[src/rtl/mu0_pkg.sv]
// Shared definitions for the MU0 control sequencer.
//   - opcode constants (IR[15:12])
//   - ALU function codes and datapath mux select encodings
//   - sequencer state enum and the packed control word driven to the datapath
package mu0_pkg;

   localparam int FS_W = 2;   // ALU function select width
   localparam int OP_W = 4;   // opcode field width

   localparam logic [OP_W-1:0] OP_LDA = 4'd0;
   localparam logic [OP_W-1:0] OP_STA = 4'd1;
   localparam logic [OP_W-1:0] OP_ADD = 4'd2;
   localparam logic [OP_W-1:0] OP_SUB = 4'd3;
   localparam logic [OP_W-1:0] OP_JMP = 4'd4;
   localparam logic [OP_W-1:0] OP_JGE = 4'd5;
   localparam logic [OP_W-1:0] OP_JNE = 4'd6;
   localparam logic [OP_W-1:0] OP_STP = 4'd7;

   localparam logic [FS_W-1:0] FS_ADD   = 2'd0;  // X+Y
   localparam logic [FS_W-1:0] FS_SUB   = 2'd1;  // X-Y
   localparam logic [FS_W-1:0] FS_INC   = 2'd2;  // X+1
   localparam logic [FS_W-1:0] FS_PASSB = 2'd3;  // Y

   localparam logic SEL_ACC = 1'b0;  // X_sel / Addr_sel source = ACC / PC
   localparam logic SEL_PC  = 1'b1;
   localparam logic SEL_MEM = 1'b0;  // Y_sel source = memory data
   localparam logic SEL_IMM = 1'b1;  // Y_sel source = IR[11:0]

   typedef enum logic [1:0] {
      FETCH   = 2'd0,
      EXECUTE = 2'd1,
      HALT    = 2'd2
   } state_t;

   typedef struct packed {
      logic            ir_en;
      logic            pc_en;
      logic            acc_en;
      logic            x_sel;
      logic            y_sel;
      logic            addr_sel;
      logic [FS_W-1:0] alu_fs;
      logic            mem_rd;
      logic            mem_wr;
      logic            halted;
   } ctrl_t;

   // Memory opcodes wait on MemRdy; everything else executes in one cycle.
   function automatic logic is_mem_op(input logic [OP_W-1:0] f);
      return (f == OP_LDA) || (f == OP_STA) || (f == OP_ADD) || (f == OP_SUB);
   endfunction

endpackage

[src/rtl/mu0_ctrl_decode.sv]
// Combinational output decode for the MU0 sequencer.
// Ports:
//   state  - current sequencer state
//   F      - opcode from IR[15:12]
//   N, Z   - ACC negative / zero flags, used directly in the EXECUTE cycle
//   MemRdy - memory completed the current access this cycle
//   ctrl   - datapath enables, selects, ALU function and memory strobes
module mu0_ctrl_decode
   import mu0_pkg::*;
(
   input  state_t          state,
   input  logic [OP_W-1:0] F,
   input  logic            N,
   input  logic            Z,
   input  logic            MemRdy,
   output ctrl_t           ctrl
);

   always_comb begin
      ctrl = '0;
      case (state)
         FETCH: begin
            // Read instruction at PC while the ALU forms PC+1; both land
            // only once memory returns the word.
            ctrl.addr_sel = SEL_ACC;
            ctrl.mem_rd   = 1'b1;
            ctrl.x_sel    = SEL_PC;
            ctrl.alu_fs   = FS_INC;
            ctrl.ir_en    = MemRdy;
            ctrl.pc_en    = MemRdy;
         end
         EXECUTE: begin
            case (F)
               OP_LDA: begin
                  ctrl.addr_sel = SEL_PC;
                  ctrl.mem_rd   = 1'b1;
                  ctrl.y_sel    = SEL_MEM;
                  ctrl.alu_fs   = FS_PASSB;
                  ctrl.acc_en   = MemRdy;
               end
               OP_STA: begin
                  ctrl.addr_sel = SEL_PC;
                  ctrl.mem_wr   = 1'b1;
               end
               OP_ADD, OP_SUB: begin
                  ctrl.addr_sel = SEL_PC;
                  ctrl.mem_rd   = 1'b1;
                  ctrl.x_sel    = SEL_ACC;
                  ctrl.y_sel    = SEL_MEM;
                  ctrl.alu_fs   = (F == OP_SUB) ? FS_SUB : FS_ADD;
                  ctrl.acc_en   = MemRdy;
               end
               OP_JMP, OP_JGE, OP_JNE: begin
                  ctrl.y_sel  = SEL_IMM;
                  ctrl.alu_fs = FS_PASSB;
                  ctrl.pc_en  = (F == OP_JMP) ? 1'b1 :
                                (F == OP_JGE) ? ~N : ~Z;
               end
               default: ;  // STP and 8-15: no enables, no strobes
            endcase
         end
         HALT: ctrl.halted = 1'b1;
         default: ;
      endcase
   end

endmodule

[src/rtl/mu0_control.sv]
// MU0 fetch/execute control sequencer.
// Ports:
//   Clk, Reset        - rising-edge clock, asynchronous active-high reset
//   F, N, Z           - opcode and ACC flags
//   MemRdy            - memory access completion
//   IR_En/PC_En/Acc_En- datapath register loads
//   X_sel/Y_sel/Addr_sel/ALU_fs - datapath steering
//   Mem_Rd/Mem_Wr     - memory strobes; Halted - CPU stopped
//
// Memory handshake: a strobe (Mem_Rd or Mem_Wr) together with its address
// select is held steady from the first cycle of an access until the cycle in
// which MemRdy=1; that cycle completes the access, the dependent register
// enable fires in that same cycle, and the FSM advances on the next edge.
module mu0_control
   import mu0_pkg::*;
(
   input  logic            Clk,
   input  logic            Reset,
   input  logic [OP_W-1:0] F,
   input  logic            N,
   input  logic            Z,
   input  logic            MemRdy,
   output logic            IR_En,
   output logic            PC_En,
   output logic            Acc_En,
   output logic            X_sel,
   output logic            Y_sel,
   output logic            Addr_sel,
   output logic [FS_W-1:0] ALU_fs,
   output logic            Mem_Rd,
   output logic            Mem_Wr,
   output logic            Halted
);

   state_t state, state_next;
   ctrl_t  dec_ctrl, ctrl;

   always_ff @(posedge Clk or posedge Reset) begin
      if (Reset) state <= FETCH;
      else       state <= state_next;
   end

   always_comb begin
      state_next = state;
      case (state)
         FETCH:   if (MemRdy) state_next = EXECUTE;
         EXECUTE: begin
            if (is_mem_op(F))   state_next = MemRdy ? FETCH : EXECUTE;
            else if (F == OP_STP) state_next = HALT;
            else                state_next = FETCH;
         end
         HALT:    state_next = HALT;
         default: state_next = FETCH;
      endcase
   end

   mu0_ctrl_decode u_decode (
      .state  (state),
      .F      (F),
      .N      (N),
      .Z      (Z),
      .MemRdy (MemRdy),
      .ctrl   (dec_ctrl)
   );

   // The state register already reads FETCH while Reset is high, which would
   // raise Mem_Rd; gate everything so reset is fully quiet.
   assign ctrl = Reset ? '0 : dec_ctrl;

   assign IR_En    = ctrl.ir_en;
   assign PC_En    = ctrl.pc_en;
   assign Acc_En   = ctrl.acc_en;
   assign X_sel    = ctrl.x_sel;
   assign Y_sel    = ctrl.y_sel;
   assign Addr_sel = ctrl.addr_sel;
   assign ALU_fs   = ctrl.alu_fs;
   assign Mem_Rd   = ctrl.mem_rd;
   assign Mem_Wr   = ctrl.mem_wr;
   assign Halted   = ctrl.halted;

endmodule

[config.mk]
export PLATFORM = sky130hd
export DESIGN_NAME = mu0_control
export DESIGN_NICKNAME = d
export VERILOG_FILES = /design/src/rtl/mu0_pkg.sv /design/src/rtl/mu0_ctrl_decode.sv /design/src/rtl/mu0_control.sv
export SDC_FILE = /design/constraint.sdc
export NUM_CORES = 1
export LEC_CHECK = 0
export ABC_AREA = 1
export BUFFER_PORTS_ARGS = -buffer_cell sky130_fd_sc_hd__buf_2
export CORE_AREA = 2 2 39 41
export CTS_CLUSTER_DIAMETER = 30
export CTS_CLUSTER_SIZE = 30
export DETAILED_ROUTE_END_ITERATION = 16
export DIE_AREA = 0 0 41 43
export SYNTH_ARGS = -nofsm -noshare
export SYNTH_HDL_FRONTEND = slang
export SYNTH_SLANG_ARGS = --single-unit
[constraint.sdc]
create_clock -name Clk -period 1.2 [get_ports Clk]
set_clock_uncertainty 0.05 [all_clocks]
set_input_delay 0.24 -clock Clk [delete_from_list [all_inputs] [get_ports Clk]]
set_output_delay 0.24 -clock Clk [all_outputs]
set_load 0.005 [all_outputs]
==> results of run 1 <==
==> cells by family after synthesis <==
group / after synthesis / share of synthesized area (%)
AND/OR/NAND/NOR: 29 / 55.45
buffers and inverters: 10 / 13.63
AO/OA/AOI/OAI: 5 / 12.73
flip-flops: 2 / 18.18
==> synthesized netlist by cell type <==
master	instances	area, µm²
nor2_1	4	15.01
nand3b_1	1	7.510
inv_1	4	15.01
o22ai_1	1	6.260
nand3_2	1	10.01
nor2_2	4	25.02
nand2_1	12	45.04
o21ai_1	1	5.000
nor3_1	2	10.01
nor2_4	1	11.26
dfrtp_1	2	50.05
nand3_1	2	10.01
inv_2	6	22.52
nand2_2	1	6.260
o31ai_1	2	15.01
a21oi_2	1	8.760
nor3b_2	1	12.51
==> cell type report <==
cell class | instances | share of cell area [%]
multi-input cells | 34 | 44.87
repair buffers | 27 | 30.07
flip-flops and latches | 2 | 9.785
inverters | 10 | 7.160
clock buffers | 3 | 4.296
well taps | 16 | 3.819
==> power by group <==
part	internal, mW	switching (mW)	leakage [nW]
Clock	0.111	0.0422	0.0138
Sequential	0.0762	0.0158	0.0250
Combinational	0.0859	0.0953	0.241
==> worst max-delay path, stage by stage (launching register included) <==
cell and delay [ps]:
dfrtp_1 400, nor2_4 150, nand3_4 130, nor3b_2 180, buf_2 130
==> worst paths after layout <==
kind,startpoint,endpoint,depth (start not counted)
max in group asynchronous,Reset,state[0],4
min in group asynchronous,Reset,state[0],4
min,MemRdy,state[0],2
max,state[1],Acc_En,4
min reg2reg,state[1],state[1],2
max reg2reg,state[1],state[0],4
==> routing by layer <==
metal	track usage [%]	vias to the layer above
met4	8.000	0
met3	3.141	0
met2	16.25	21
li1	-	206
met1	15.06	171
met5	0	-
==> timing repair <==
item	4_1_cts	5_1_grt
endpoints found under the hold margin	2	0
setup buffers	1	1
setup endpoints to repair	11	11
hold buffers	1	0
pin swaps	2	0
resized for setup	5	6
==> results.toml, run 1 <==
[sta]
slew_headroom_pct = 85.66
maxSlewViolCount = 0
max_freq_mhz = 664.7
setup_viol = 11
worst_pin_slew_ps = 214.9
finalHoldViolations = 0
whs_ps = 192.6
fin_tns_setup_ps = -2548
post-route-period-util_pct = 125.4
finalCriticalPeriod_ps = 1505
layout_setup_ws_ps = -304.5
rsz0062_at_grt = "yes"

[clocking]
cts_max_path_buffers = 2
root_buffer = "clkbuf_4"
cts_tree = "yes"
htree_num_levels = 1
cts.sink_count = 2
cts.reportedPaths.clkPinSlew_ps = 30
insertion_delay_ps = 230
cts_inserted_buffers = 3

[logic_synthesis]
synth_nets = 55
seq_area_frac_synth_pct = 18.18
syn_avg_cell_area_um2 = 5.984
synth_seq_cells = 2
syn-instance-count = 46
ys_types = 17
yosysWarnings = 0
syn_area_um2 = 275.3

[place]
hpwlAfterDp_um = 676.9
place_ws_ps = -130.6
placed_area_um2 = 427.9
gp_congestion = 0.6936
dp_cells = 86
io_buffer_count = 19

[run_status]
violations = "setup timing"
status = "finished with violations"

[drt]
drt-met1-wl_um = 414
dr.pass1.iters = 5
ant_nets = 0
viasPerCell = 4.326
wl_met2_um = 450
highest-signal-layer = "met3"
routedWlPerCell_um = 10.51
met3_length_um = 103
vias = 398
finalWirelength_um = 967
drtIter0Drc = 13
detail_route.drc_violations = 0

[global_routing]
grt_overflow = 0
grt_max_degree = 7
antenna_found_initial = 0
grt_usage_pct = 11.74
grt_pass1_wl_um = 1359
grt_pass1_vias = 339

[critical_path]
critPathArrivalTime_ps = 1210
crit_path_start_kind = "flop"
r2r_slack_ps = 120
crit_path_max_fanout = 4
endpoint_kind = "output port"
worstSetupPathType = "reg -> out"
cp.required_ps = 910

[finish]
reg_top3 = "state: 2 flops"
largest_reg_flops = 2
n_fill_cell = 155
fin_util_pct = 37.88
fin_nets = 87
ff_latch_area_um2 = 51.30
fin_cells = 92
top_register = "state"
postLayoutCellArea_um2 = 524.3
multi_input_area_um2 = 235.2
final_common_cell = "buf_2"
final_cell_mix = "buf_2, nand2_1, inv_2, buf_4, nor2_1"
num_antenna_cells = 0
area_growth_pct = 90.45
drive_above_1_share_pct = 67.11

[floorplanning]
dieArea_um2 = 1763
core_area_um2 = 1384
die_x_um = 41
die_h_um = 43
num_io_pins = 20
rows = 14
floorplan.initialDensity_pct = 19.89

[hold_path]
hold_class = "in -> reg"

[power_and_ir_drop]
p_per_area_nw_per_um2 = 812.9
finalPower_mw = 0.4262
p_leak_nw = 0.2800
irDropWorstVdd_mv = 0.2021

[flow_run]
drv_cap = 0
Power figures use the tool's default switching activity.
==> run 2: changes to the inputs <==
==> constraint.sdc (replaced) <==
create_clock -name Clk -period 1.2 [get_ports Clk]
set_clock_uncertainty 0.05 [all_clocks]
set_input_delay 0.06 -clock Clk [delete_from_list [all_inputs] [get_ports Clk]]
set_output_delay 0.06 -clock Clk [all_outputs]
set_load 0.005 [all_outputs]
==> run 2 against run 1 <==
Effect of this change:
- the flow still finishes with violations (setup timing)
- total power is 5.5% lower
- sequential cell count did not move
- sequential share of layout area up 0.90 points
- clock power shrank 5%
- via count shrank 7.5%
- combinational power fell by 9.9%
- global-route usage fell by 1.8 points
- worst setup slack better by 190 ps
- design area fell by 6.2%
- fmax increased by 15%
- non-clock buffer count shrank 5
- critical path type unchanged
- critical endpoint is now Mem_Wr
- highest routed layer unchanged
==> results.toml, run 2 (same netlist as run 1, synthesis figures left out) <==
[run_status]
status = "finished with violations"
violations = "setup timing"

[global_routing]
grt_overflow = 0
antenna_found_initial = 0
grt_pass1_vias = 304
grt_pass1_wl_um = 1200
grt_usage_pct = 9.900
grt_max_degree = 7

[critical_path]
crit_family = "flip-flops"
crit_path_max_fanout = 4
crit_path_start_kind = "flop"
endpoint_kind = "output port"
critPathMaxStageDelay_ps = 430
critPathArrivalTime_ps = 1200
cp.required_ps = 1090
worstSetupPathType = "reg -> out"
critPathBufInv = 1
cp_cell_sequence = "nor2_4 -> nand3_4 -> nor3_2 -> buf_2"
crit_path_top_delay_cell = "dfrtp_2"

[finish]
fin_nets = 82
final_cell_mix = "buf_2, nand2_1, inv_2"
reg_top3 = "state: 2 flops"
area_growth_pct = 78.64
postLayoutCellArea_um2 = 491.7
largest_reg_flops = 2
top_register = "state"
drive_above_1_share_pct = 66.20
num_antenna_cells = 0
final_common_cell = "buf_2"

[sta]
finalHoldViolations = 0
setup_viol = 6
slew_headroom_pct = 87.36
layout_setup_ws_ps = -113.6
maxSlewViolCount = 0
finalCriticalPeriod_ps = 1314
post-route-period-util_pct = 109.5
max_freq_mhz = 761.3
rsz0062_at_grt = "yes"
worst_pin_slew_ps = 188.1

[clocking]
cts_tree = "yes"
insertion_delay_ps = 220
cts.reportedPaths.clkPinSlew_ps = 30
cts_max_path_buffers = 2
root_buffer = "clkbuf_4"
cts.sink_count = 2
cts_inserted_buffers = 3
htree_num_levels = 1

[floorplanning]
die_x_um = 41
die_h_um = 43
dieArea_um2 = 1763
rows = 14
num_io_pins = 20
core_area_um2 = 1384
floorplan.initialDensity_pct = 19.89

[power_and_ir_drop]
p_leak_nw = 0.2538
pwr-share-comb_pct = 40.5
pwr-share-clk_pct = 36.1
sw_frac_of_total_pct = 35.34
p_per_area_nw_per_um2 = 819.1
power.net_switching_mw = 0.1423
finalPower_mw = 0.4027
pwr-share-seq_pct = 23.4
irDropWorstVdd_mv = 0.2496
p_int_mw = 0.2604

[drt]
viasPerCell = 4.230
dr.pass1.iters = 3
detail_route.drc_violations = 0
routedWlPerCell_um = 9.471
vias = 368
ant_nets = 0
drtIter0Drc = 4
finalWirelength_um = 824

[hold_path]
hold_class = "in -> reg"

[place]
io_buffer_count = 19
gp_congestion = 0.6934
place_ws_ps = 74.96
placed_area_um2 = 390.4
hpwlAfterDp_um = 629.3

[flow_run]
drv_cap = 0
## run 2: stage by stage
stage / util (%) / cells / hold WS (ps) / setup TNS (ps)
detailed placement: 28.21 / 81 / -77.58 / 0
global route: 35.53 / 87 / 113.6 / -1174
floorplan: - / 46 / -248.8 / 0
CTS: 33.63 / 86 / 112.9 / -600.0
global placement: 28.21 / 81 / -77.25 / 0
finish: 35.53 / 87 / 110.0 / -470.5
## run 2: tightest hold or removal path, stage by stage
cell and delay (ps):
buf_2 130, nand3_1 90, o21ai_1 60
## run 2: cell type report
class	instances	area, µm²
Inverter	10	37.54
Sequential cell	2	52.55
Timing Repair Buffer	22	122.6
Tap cell	16	20.02
Fill cell	160	892.1
Multi-Input combinational cell	34	236.5
Clock buffer	3	22.52
## run 2: path summary, 6_finish.rpt
| path | startpoint | to | slack, ps | cells after the start |
|---|---|---|---|---|
| min reg2reg | state[1] | state[1] | 550 | 2 |
| min in group asynchronous | Reset | state[1] | 280 | 3 |
| min | F[0] | state[1] | 110 | 3 |
| max reg2reg | state[1] | state[0] | 240 | 3 |
| max | state[1] | Mem_Wr | -110 | 4 |
| max in group asynchronous | Reset | state[0] | 700 | 3 |
## run 2: per-layer routing
| metal | part of all wire, % | track usage [%] | up-vias | wire, µm |
|---|---|---|---|---|
| met5 | 0 | 0 | - | 0 |
| met4 | 0 | 4.000 | 0 | 0 |
| met3 | 9.6 | 3.141 | 0 | 79 |
| met2 | 44 | 13.13 | 17 | 362 |
| met1 | 46 | 14.29 | 152 | 382 |
| li1 | - | - | 199 | - |
## run 2: timing repair
action | CTS | global route
pin swaps | 1 | 4
endpoints found under the hold margin | 3 | 0
buffers inserted | 0 | 1
hold buffers | 2 | 0
resized for setup | 7 | 6
endpoints found under the setup margin | 10 | 11
gates cloned | 0 | 0
## run 2: power groups by stage
stage	logic [mW]	clock network [mW]	registers (mW)
3_5_place_dp	0.130	0	0.0861
2_1_floorplan	0.0753	0	0.0840
5_1_grt	0.184	0.165	0.0954
4_1_cts	0.147	0.154	0.0919
6_report	0.163	0.145	0.0944
3_3_place_gp	0.130	0	0.0854
==> run 3: changes to the inputs <==
--- a/config.mk
+++ b/config.mk
@@ -12,6 +12,8 @@
 export CTS_CLUSTER_SIZE = 30
 export DETAILED_ROUTE_END_ITERATION = 16
 export DIE_AREA = 0 0 41 43
+export GPL_TIMING_DRIVEN = 0
 export SYNTH_ARGS = -nofsm -noshare
 export SYNTH_HDL_FRONTEND = slang
+export SYNTH_HIERARCHICAL = 1
 export SYNTH_SLANG_ARGS = --single-unit
==> run 3 against run 2 <==
Effect of this change:
- the flow still finishes with violations (setup timing)
- synthesized area up 44%
- synthesized cell count up 74%
- combinational power rose to 3.2 times the previous value
- non-clock buffer count up 5
- core utilization up 9.0 points
- sequential power up 35%
- design area up 25%
- die area unchanged
- critical path type unchanged
- critical endpoint is now PC_En
- largest power group unchanged
==> results.toml, run 3 <==
[critical_path]
critPathMaxStageDelay_ps = 410
cp_cell_sequence = "nor2_2 -> inv_2 -> nor2_4 -> inv_1 -> nand2_1 -> inv_1 -> nor2_1 -> buf_2"
crit_path_max_fanout = 3
worstSetupPathType = "reg -> out"
r2r_slack_ps = 130
timing.rr.start = "state[1]"
crit_path_top_delay_cell = "dfrtp_2"
endpoint_kind = "output port"
rr_endpoint = "state[0]"
crit_top_cell = "inv_1"
crit_path_start_kind = "flop"
critPathArrivalTime_ps = 1220
cp.required_ps = 1090
ff2ff_path_depth = 4

[global_routing]
grt.met2_usage_pct = 17.50
met3_usage_pct = 1.571
grt_use_met1_pct = 14.79
antenna_found_initial = 0
grt_pass1_vias = 363
grt_overflow = 0
grt_max_degree = 11
grt_usage_pct = 10.84
grt_pass1_wl_um = 1393
grt.busiest_layer = "met2"

[clocking]
htree_num_levels = 1
root_buffer = "clkbuf_4"
insertion_delay_ps = 220
cts.sink_count = 2
cts_max_path_buffers = 2
cts.reportedPaths.clkPinSlew_ps = 30
cts_inserted_buffers = 3
cts_tree = "yes"

[drt]
routedWlPerCell_um = 6.968
viasPerCell = 3.992
dr.pass1.iters = 2
vias = 499
detail_route.drc_violations = 0
ant_nets = 0
drtIter0Drc = 5
finalWirelength_um = 871

[logic_synthesis]
syn-instance-count = 80
synth_nets = 89
synth_ff_type = "dfrtp_1"
yosysTopAreaCellShare_pct = 21.77
syn_avg_cell_area_um2 = 4.958
synth_seq_cells = 2
synth_edf_count = 0
ys_types = 15
syn_area_um2 = 396.6
yosysWarnings = 6
yosysTopAreaCell = "inv_1"
synth_common_cells = "inv_1, nand2_1, nor2_1"
seq_area_frac_synth_pct = 12.62
synth.most_common_cell = "inv_1"
synthArstFlopShare_pct = 100.0
ys_top_cells_by_area = "inv_1, nand2_1, nor2_1"

[sta]
finalHoldViolations = 0
worst_pin_slew_ps = 225.3
max_freq_mhz = 750.3
layout_setup_ws_ps = -132.9
finalCriticalPeriod_ps = 1333
whs_ps = 89.88
fin_tns_setup_ps = -560.5
slew_headroom_pct = 84.96
post-route-period-util_pct = 111.1
setup_viol = 9
maxSlewViolCount = 0
rsz0062_at_grt = "yes"

[power_and_ir_drop]
irDropWorstVdd_mv = 0.6094
p_per_area_nw_per_um2 = 1279
p_leak_nw = 0.3995

[place]
hpwlAfterDp_um = 689.8
placed_area_um2 = 511.7
gp_congestion = 0.6862
io_buffer_count = 19

[run_status]
violations = "setup timing"
status = "finished with violations"

[floorplanning]
die_x_um = 41
dieArea_um2 = 1763
core_area_um2 = 1384
floorplan.initialDensity_pct = 28.66
num_io_pins = 20
rows = 14
die_h_um = 43

[finish]
n_fill_cell = 150
area_growth_pct = 55.21
drive_above_1_share_pct = 46.79
top_register = "state"
postLayoutCellArea_um2 = 615.6
num_antenna_cells = 0
final_common_cell = "inv_1"
fin_nets = 120
reg_top3 = "state: 2 flops"
largest_reg_flops = 2
final_cell_mix = "inv_1, buf_2, nand2_1"

[hold_path]
min_to = "state[0]"
hold_class = "in -> reg"
hp-start = "MemRdy"
min_path_cells = 4

[flow_run]
drv_cap = 0
-- run 3: cell count changes in the layout (fill, tap and decap cells not counted), moves of 2 or more --
| cell | before | now |
|---|---|---|
| nand2_1 | 11 | 15 |
| buf_6 | 0 | 2 |
| nand3_1 | 1 | 5 |
| nor2_2 | 3 | 7 |
| o31ai_1 | 2 | 0 |
| nor2_1 | 3 | 13 |
| inv_1 | 3 | 21 |
| buf_4 | 1 | 5 |
-- run 3: how the worst max path moves through the flow --
stage                  start      to  slack (ps)  depth (start not counted)
detailed placement  state[1]  Acc_En         -40                          8
global placement    state[0]   PC_En         -20                          8
CTS                 state[1]   PC_En        -150                          8
global route        state[1]   PC_En        -250                          8
finish              state[1]   PC_En        -130                          8
floorplan           state[1]  Acc_En         130                          7
-- run 3: cell type report --
| type | count | area (µm²) | share of cell area (%) |
|---|---|---|---|
| Clock buffer | 3 | 22.52 | 3.659 |
| Timing Repair Buffer | 26 | 153.9 | 25.00 |
| Sequential cell | 2 | 52.55 | 8.537 |
| Tap cell | 16 | 20.02 | 3.252 |
| Buffer | 1 | 11.26 | 1.829 |
| Inverter | 28 | 105.1 | 17.07 |
| Multi-Input combinational cell | 49 | 250.2 | 40.65 |
-- run 3: routing by layer --
layer,wire (µm),vias to the layer above,part of all wire (%)
li1,-,283,-
met2,430,12,49
met4,0,0,0
met3,46,0,5.3
met1,394,204,45
met5,0,-,0
-- run 3: cell families after synthesis --
family	Yosys count	share of synthesized area (%)
and+or+nand+nor	45	51.42
buffers and inverters	29	29.34
AOI/OAI and AO/OA	4	6.623
DFF	2	12.62
-- run 3: timing repair --
action / CTS / global route
endpoints found under the hold margin: 2 / 0
resized for setup: 7 / 4
buffers inserted: 4 / 2
hold buffers: 1 / 0
pin swaps: 2 / 1
endpoints found under the setup margin: 10 / 11
-- run 3: report_power, final --
group	leakage [nW]	switching, mW	total [mW]	internal [mW]
Sequential	0.0231	0.0321	0.127	0.0949
Clock	0.0138	0.0322	0.142	0.110
Combinational	0.363	0.269	0.518	0.249
Total	0.400	0.333	0.787	0.454
-- run 3: critical path, delay by kind of cell, from the launching register on --
family / cells / cell delay (ps)
buf+inv: 4 / 250
flops: 1 / 410
simple gates: 4 / 340
-- run 3: through the flow --
step           worst slack (ps)  util, %  instances  power (mW)
5_1_grt                  -248.3    44.48        125      0.8737
3_3_place_gp             -21.44    36.98        115      0.4848
2_1_floorplan             128.7        -         80      0.3816
3_5_place_dp             -40.60    36.98        115      0.4924
6_report                 -132.9    44.48        125      0.7874
4_1_cts                  -153.4    42.41        123      0.7377
